File: src/rtl/blink_sequencer.sv
// blink_sequencer
// Four-channel indicator sequencer driven by one shared phase counter.
// Each channel is OFF, ON, BLINK or BURST. Configuration writes are taken
// into a single pending slot and applied on a period boundary, so every
// channel changes mode only at the start of a period (p == 0).
//
// Ports
//   clk       system clock, all state changes on its rising edge
//   reset     asynchronous active-high reset
//   wr_en     configuration write strobe (taken only while wr_ready is high)
//   wr_ch     target channel 0..3
//   wr_mode   00 OFF, 01 ON, 10 BLINK, 11 BURST
//   wr_count  burst length in periods (BURST only)
//   wr_ready  high when the pending slot is empty
//   b_en      per-channel indicator enable (registered)
//   busy      per-channel burst in progress (registered)
//   done      per-channel one-cycle burst-complete pulse (registered)
module blink_sequencer #(
   parameter int C_ON         = 2,
   parameter int C_OFF        = 3,
   parameter int C_BITS       = 3,
   parameter int C_BURST_BITS = 3
) (
   input  logic                    clk,
   input  logic                    reset,
   input  logic                    wr_en,
   input  logic [1:0]              wr_ch,
   input  logic [1:0]              wr_mode,
   input  logic [C_BURST_BITS-1:0] wr_count,
   output logic                    wr_ready,
   output logic [3:0]              b_en,
   output logic [3:0]              busy,
   output logic [3:0]              done
);

   typedef enum logic [1:0] {
      MODE_OFF   = 2'b00,
      MODE_ON    = 2'b01,
      MODE_BLINK = 2'b10,
      MODE_BURST = 2'b11
   } mode_e;

   localparam logic [C_BITS-1:0]       P_LAST  = C_BITS'(C_ON + C_OFF - 1);
   localparam logic [C_BITS-1:0]       P_ON    = C_BITS'(C_ON);
   localparam logic [C_BITS-1:0]       P_ONE   = C_BITS'(1);
   localparam logic [C_BURST_BITS-1:0] CNT_ONE = C_BURST_BITS'(1);

   logic [C_BITS-1:0]       p_q, p_d;
   logic                    pend_valid_q, pend_valid_d;
   logic [1:0]              pend_ch_q, pend_ch_d;
   mode_e                   pend_mode_q, pend_mode_d;
   logic [C_BURST_BITS-1:0] pend_cnt_q, pend_cnt_d;
   mode_e                   mode_q [4];
   mode_e                   mode_d [4];
   logic [C_BURST_BITS-1:0] cnt_q [4];
   logic [C_BURST_BITS-1:0] cnt_d [4];
   logic [3:0]              b_en_q, b_en_d;
   logic [3:0]              busy_q, busy_d;
   logic [3:0]              done_q, done_d;

   logic boundary;
   logic accept;
   logic on_next;

   // Next-state: phase counter, pending slot, per-channel mode/counter and registered outputs.
   always_comb begin
      boundary     = (p_q == P_LAST);
      accept       = wr_en && !pend_valid_q;
      p_d          = boundary ? '0 : (p_q + P_ONE);
      on_next      = (p_d < P_ON);
      pend_valid_d = pend_valid_q;
      pend_ch_d    = pend_ch_q;
      pend_mode_d  = pend_mode_q;
      pend_cnt_d   = pend_cnt_q;
      b_en_d       = 4'b0000;
      busy_d       = 4'b0000;
      done_d       = 4'b0000;

      // Capture and apply never coincide: capture needs an empty slot,
      // apply needs a full one. A slot filled in a boundary cycle is only
      // seen as valid from the next cycle, so it waits a full period.
      if (accept) begin
         pend_valid_d = 1'b1;
         pend_ch_d    = wr_ch;
         pend_mode_d  = mode_e'(wr_mode);
         pend_cnt_d   = wr_count;
      end else if (boundary) begin
         pend_valid_d = 1'b0;
      end else begin
         pend_valid_d = pend_valid_q;
      end

      for (int i = 0; i < 4; i++) begin
         mode_d[i] = mode_q[i];
         cnt_d[i]  = cnt_q[i];
         // An applied write overrides any burst bookkeeping on its channel,
         // even on the burst's final boundary, so no done pulse is raised.
         if (boundary && pend_valid_q && (pend_ch_q == 2'(i))) begin
            case (pend_mode_q)
               MODE_BURST: begin
                  if (pend_cnt_q == '0) begin
                     mode_d[i] = MODE_OFF;
                     cnt_d[i]  = '0;
                  end else begin
                     mode_d[i] = MODE_BURST;
                     cnt_d[i]  = pend_cnt_q;
                  end
               end
               default: begin
                  mode_d[i] = pend_mode_q;
                  cnt_d[i]  = '0;
               end
            endcase
         end else if (boundary && (mode_q[i] == MODE_BURST)) begin
            if (cnt_q[i] <= CNT_ONE) begin
               mode_d[i] = MODE_OFF;
               cnt_d[i]  = '0;
               done_d[i] = 1'b1;
            end else begin
               cnt_d[i]  = cnt_q[i] - CNT_ONE;
            end
         end else begin
            cnt_d[i]  = cnt_q[i];
         end

         // Outputs are computed from next state so they line up with p_q.
         case (mode_d[i])
            MODE_ON:    b_en_d[i] = 1'b1;
            MODE_BLINK: b_en_d[i] = on_next;
            MODE_BURST: b_en_d[i] = on_next;
            default:    b_en_d[i] = 1'b0;
         endcase
         busy_d[i] = (mode_d[i] == MODE_BURST);
      end
   end

   // State register with asynchronous reset.
   always_ff @(posedge clk or posedge reset) begin
      if (reset) begin
         p_q          <= '0;
         pend_valid_q <= 1'b0;
         pend_ch_q    <= 2'b00;
         pend_mode_q  <= MODE_OFF;
         pend_cnt_q   <= '0;
         b_en_q       <= 4'b0000;
         busy_q       <= 4'b0000;
         done_q       <= 4'b0000;
         for (int i = 0; i < 4; i++) begin
            mode_q[i] <= MODE_OFF;
            cnt_q[i]  <= '0;
         end
      end else begin
         p_q          <= p_d;
         pend_valid_q <= pend_valid_d;
         pend_ch_q    <= pend_ch_d;
         pend_mode_q  <= pend_mode_d;
         pend_cnt_q   <= pend_cnt_d;
         b_en_q       <= b_en_d;
         busy_q       <= busy_d;
         done_q       <= done_d;
         for (int i = 0; i < 4; i++) begin
            mode_q[i] <= mode_d[i];
            cnt_q[i]  <= cnt_d[i];
         end
      end
   end

   assign wr_ready = !pend_valid_q;
   assign b_en     = b_en_q;
   assign busy     = busy_q;
   assign done     = done_q;

endmodule
File: config.mk
export PLATFORM = sky130hd
export DESIGN_NAME = blink_sequencer
export DESIGN_NICKNAME = d
export VERILOG_FILES = /design/src/rtl/blink_sequencer.sv
export SDC_FILE = /design/constraint.sdc
export NUM_CORES = 1
export LEC_CHECK = 0
export CAP_MARGIN = 10
export CORE_ASPECT_RATIO = 0.9
export CORE_UTILIZATION = 40
export CTS_BUF_LIST = sky130_fd_sc_hd__clkbuf_16
export DETAILED_ROUTE_END_ITERATION = 10
export GPL_TIMING_DRIVEN = 0
export PLACE_DENSITY = 0.62
export REMOVE_ABC_BUFFERS = 1
export SLEW_MARGIN = 10
export SYNTH_ARGS = -nofsm -noshare
export SYNTH_HDL_FRONTEND = slang
export SYNTH_SLANG_ARGS = --single-unit
File: constraint.sdc
create_clock -name clk -period 2.5 [get_ports clk]
set_clock_uncertainty 0.15 [all_clocks]
set_input_delay 0.25 -clock clk [delete_from_list [all_inputs] [get_ports clk]]
set_output_delay 0.25 -clock clk [all_outputs]
set_load 0.01 [all_outputs]
After elaboration in Yosys (flattened, before gate mapping)
Index checks and enable logic that the tools add are counted.

Shift operators: 0. Muxes and demuxes: 47. Equality and inequality tests: 21. Bitwise gates (word level): 0. Divide/modulo/power cells: 0. Reductions and logical operators: 22. Magnitude comparators: 5. $mul: 0. Add/sub/neg operators: 5.

Operators by type and width (count): 2-to-1 mux 3 bit (15); == test 2 bit (second input constant) (15); 2-to-1 mux 2 bit (14); 2-to-1 mux 1 bit (14); <= comparator 3 x 1 -> 1 bit (second input constant) (4); subtractor 3 x 1 -> 3 bit (second input constant) (4); == test 2 x 1 -> 1 bit (second input constant) (5); logical AND 1 bit (10); nonzero test 2 bit (5); one-hot mux 1 bit (2 select lines) (4); OR reduction 2 bit (4); adder 3 x 1 -> 3 bit (second input constant) (1); == test 3 bit (second input constant) (1); logical NOT 3 bit (1); < comparator 3 x 2 -> 1 bit (second input constant) (1); logical NOT 2 bit (1); logical NOT 1 bit (1).

Memories: 0. Register bits after elaboration: 43. Latch bits: 0. Bits in writable memories: 0. Bits in read-only memories: 0.

Logic depth before layout (Yosys ltp)
Depth in word-level cells: 7. Gate-level depth with buffers: 7. Depth with buffers taken out: 6.

Least setup slack after synthesis
No wires, ideal clock.

Path type: register to register. Start point: reg p_q[0]. End point: reg b_en_q[0], in the netlist b_en[0]. Cell stages (with the launch flop): 8. Path slack: 0.613 ns. Arrival: 1.612 ns. Setup time: 0.125 ns. Required time: 2.225 ns. Cell sequence: dfrtp_1 inv_1 ha_1 buf_6 nand3b_4 or2_1 o22ai_2 mux2_4.

RTL lines: start, declared (line 48) `logic [C_BITS-1:0] p_q, p_d;`; start signal, assigned (line 153) `p_q <= p_d;`; end signal, assigned (line 158) `b_en_q <= b_en_d;`; end, declared (line 57) `logic [3:0] b_en_q, b_en_d;`.

==> results by stage <==
Worst setup path:
- Across all register-to-register paths, the minimum setup slack is 0.29 ns.
- The largest fanout on the critical path is 9.
- The element type at the critical path end is a register.
- The data required time of the worst path is 2.52 ns.
- The critical path is of the reg2reg type.
- The cell depth of the worst flop-to-flop path is 6.
- The data arrival at the endpoint of the critical path is 2.22 ns.
- The reg-to-reg critical path startpoint is p_q[0].
- The worst setup path is launched from a register.
- The kind of cell with the highest combined delay along the critical path is simple AND/OR/NAND/NOR gates.
- For this run, the slowest stage of the critical path takes 0.43 ns.
- The instance count on the critical path is 6.
- The number of buffers and inverters on the critical path is 1.
- Traced cell by cell, the critical path runs through inv_1, ha_2, nand3_4, or2_1, o22ai_2, mux2_4.
- The slowest cell on the critical path is ha_2.
- In this run the critical register-to-register path is captured at b_en[3].

Yosys:
- The number of warnings reported in the yosys synthesis log is 0.
- Sorting the synthesized cells by area gives the leading types as dfrtp_1 (48%), ha_1 (5.6%), nand4_4 (3.8%).
- The fraction of the yosys area taken by sequential cells is 48.4%.
- The cell taking the most area after synthesis is dfrtp_1.
- The synthesized netlist occupies a cell area of 2220 um^2.
- Of the post-synthesis cell area, the dominant cell type holds 48.4%.
- Synthesis inferred 43 register bits.
- Sorting the synthesized cells by how often they occur yields dfrtp_1 (43), inv_1 (18), nor2_1 (14).
- The number of flops mapped to enable cells by yosys is 0.
- The proportion of register bits with asynchronous set or reset after synthesis is 100%.
- The flip-flop cell with the highest count after synthesis is dfrtp_1.
- The count of different cell masters after synthesis is 34.
- By instance count, the leading cell after synthesis is dfrtp_1.
- In this run the mean area of a mapped cell was 11.3 um^2.
- Synthesis produced 197 cells.

Clock tree:
- The number of resized instances in the post-cts repair step is 0.
- The register clock-pin slew on the reported worst setup and hold paths is 0.06 ns.
- After clock tree synthesis, the flow added hold-fix buffers numbering 0.
- Buffers added to address setup during post-CTS repair amount to 0.
- The clock latency on the worst-skew pair is 0.28 ns.
- The clock passes through at most 2 buffers.
- TritonCTS created 5 clock buffers.
- The clock tree synthesis step divided the H-tree into 2 levels.
- The count of clock tree sinks is 43.
- The master cell of the clock root buffer is clkbuf_16.
- The CTS tree is built.

Run:
- The number of max-capacitance violations reported is 0.

STA:
- The worst pin sits at a relative slew slack of 55.1%.
- At the pin with the least slew margin, the transition time is 0.673 ns.
- The final critical-path setup slack is 0.292 ns.
- After layout, the minimum clock period comes to 2.21 ns.
- The final critical-path share of the clock period is 88.3%.
- For the final routed database, the setup TNS stands at 0 ns.
- Static timing analysis puts the maximum clock frequency at 453 MHz.
- Setup repair after global routing left no endpoint under its margin.
- The number of endpoints failing setup at the final stage is 0.
- The number of hold violations in the final report is 0.
- The final number of max-transition violations is 0.

Floorplan:
- The full die area is 5860 um^2.
- For this configuration, the core starts out at a cell density of 42.0%.
- The row count is 25.
- Measured along the y axis, the die boundary spans 72.7 um.
- The number of placed I/O pins is 23.
- The floorplan step set the die width to 80.6 um.
- In this run the standard cell core region covers 5290 um^2.

Detailed routing:
- The detailed router finished its first iteration with 44 violations.
- Once detail routing completed, the nets flagged for antenna violations numbered 0.
- The routed design has 3950 um of wire.
- The DRC violation count after routing is 0.
- The detailed router placed 1520 vias in this run.
- The first-pass iteration count of the detailed router is 6.
- In the final routed layout, each cell accounts on average for 13.5 um.
- The via count normalized by instance count is 5.21.

Place:
- Before CTS, the worst setup slack after placement is 0.0933 ns.
- The HPWL after detailed placement is 2930 um.
- Buffers placed on the I/O ports in this run total 22.
- The global placement routability congestion is 0.737.

Status:
- The run finished with clean final reports.

GRT:
- The pin count of the biggest net entering global routing is 23.
- The global route total overflow is 0.
- The first global-routing pass estimated 6910 um of wire.
- The number of antenna violations at the first check in global routing came to 0.
- The number of global-route vias before repair is 1518.
- Global routing used 15.6% of the available tracks across all layers.

Worst hold path:
- The class of the most critical hold timing path is in2async.

Power and ir drop:
- In this run the power density over the cells is 1060 nW/um^2.
- The leakage power figure is 1.14 nW.
- The worst voltage drop across the vdd grid is 508 uV.

Cells and area:
- The area overhead of the layout relative to synthesis is 20.2%.
- The fraction of layout instances using a drive strength above 1 is 16.4%.
- The number of antenna diodes is 0.
- The final net count is 244.
## layout make-up
type	instances	area, um^2
Timing Repair Buffer	23	248
Inverter	18	67.6
Clock inverter	3	15.0
Multi-Input combinational cell	133	1050
Fill cell	490	2620
Sequential cell	43	1080
Tap cell	67	83.8
Clock buffer	5	125
## power by group
group | switching, mW | internal [mW] | total [mW]
Clock | 0.261 | 0.363 | 0.624
Sequential | 0.201 | 0.936 | 1.14
Combinational | 0.539 | 0.544 | 1.08
Total | 1.00 | 1.84 | 2.84
## cells in the final DEF (no fill, tap or decap), drive strengths merged, types with 2 or more instances in the layout
cell and count:
a21oi 12, nor3 7, clkbuf 5, clkdlybuf4s50 22
nand4 4, o21ai 14, nand3 4, nand2 4
or2 4, clkinv 2, and2 9, nand2b 5
a211oi 4, ha 10, o21bai 4, nor3b 4
a221oi 4, inv 18, nor4 4, o21a 4
dfrtp 43, o22ai 8, mux2 10, nor2 14
## per-layer routing
metal  track usage [%]  vias to the layer above  part of all wire [%]
met2              25.5                       31                    48
met1              19.2                      728                    46
met5                 0                        -                     0
met3              4.63                        5                   3.6
met4              6.94                        0                   1.4
li1                  -                      756                     -
## worst max-delay path by stage
stage | startpoint | endpoint | slack [ns]
2_1_floorplan | p_q[0] | b_en[0] | 0.33
3_3_place_gp | p_q[0] | b_en[0] | 0.14
3_5_place_dp | p_q[0] | b_en[3] | 0.09
4_1_cts | p_q[0] | b_en[0] | 0.08
5_1_grt | p_q[0] | b_en[3] | 0.23
6_report | p_q[0] | b_en[3] | 0.29
## per-stage QoR
step	util, %	power (mW)	area (um^2)	hold slack [ns]	cells
floorplan	-	1.93	2200	0.217	194
global placement	47.3	2.20	2500	0.298	283
detailed placement	47.8	2.24	2530	0.306	284
CTS	50.5	2.87	2670	0.181	292
global route	50.5	3.06	2670	0.200	292
finish	50.5	2.84	2670	0.160	292
## logic make-up (layout without fill, tap and decap cells)
group           Yosys count  after routing  synth area share [%]
simple gates             62             62                  20.1
compound gates           51             51                  15.9
flops                    43             43                  48.4
buf+inv                  21             49                  4.22
fa+ha+maj                10             10                  5.63
mux                      10             10                  5.74
## flip-flops by register name, indices dropped and copies added (netlist names), named ones only
signal        flops
b_en              4
busy              4
cnt_q            12
done              4
mode_q            7
p_q               3
pend_ch_q         2
pend_cnt_q        3
pend_mode_q       2
pend_valid_q      1
(Power assumes the default switching activity.)
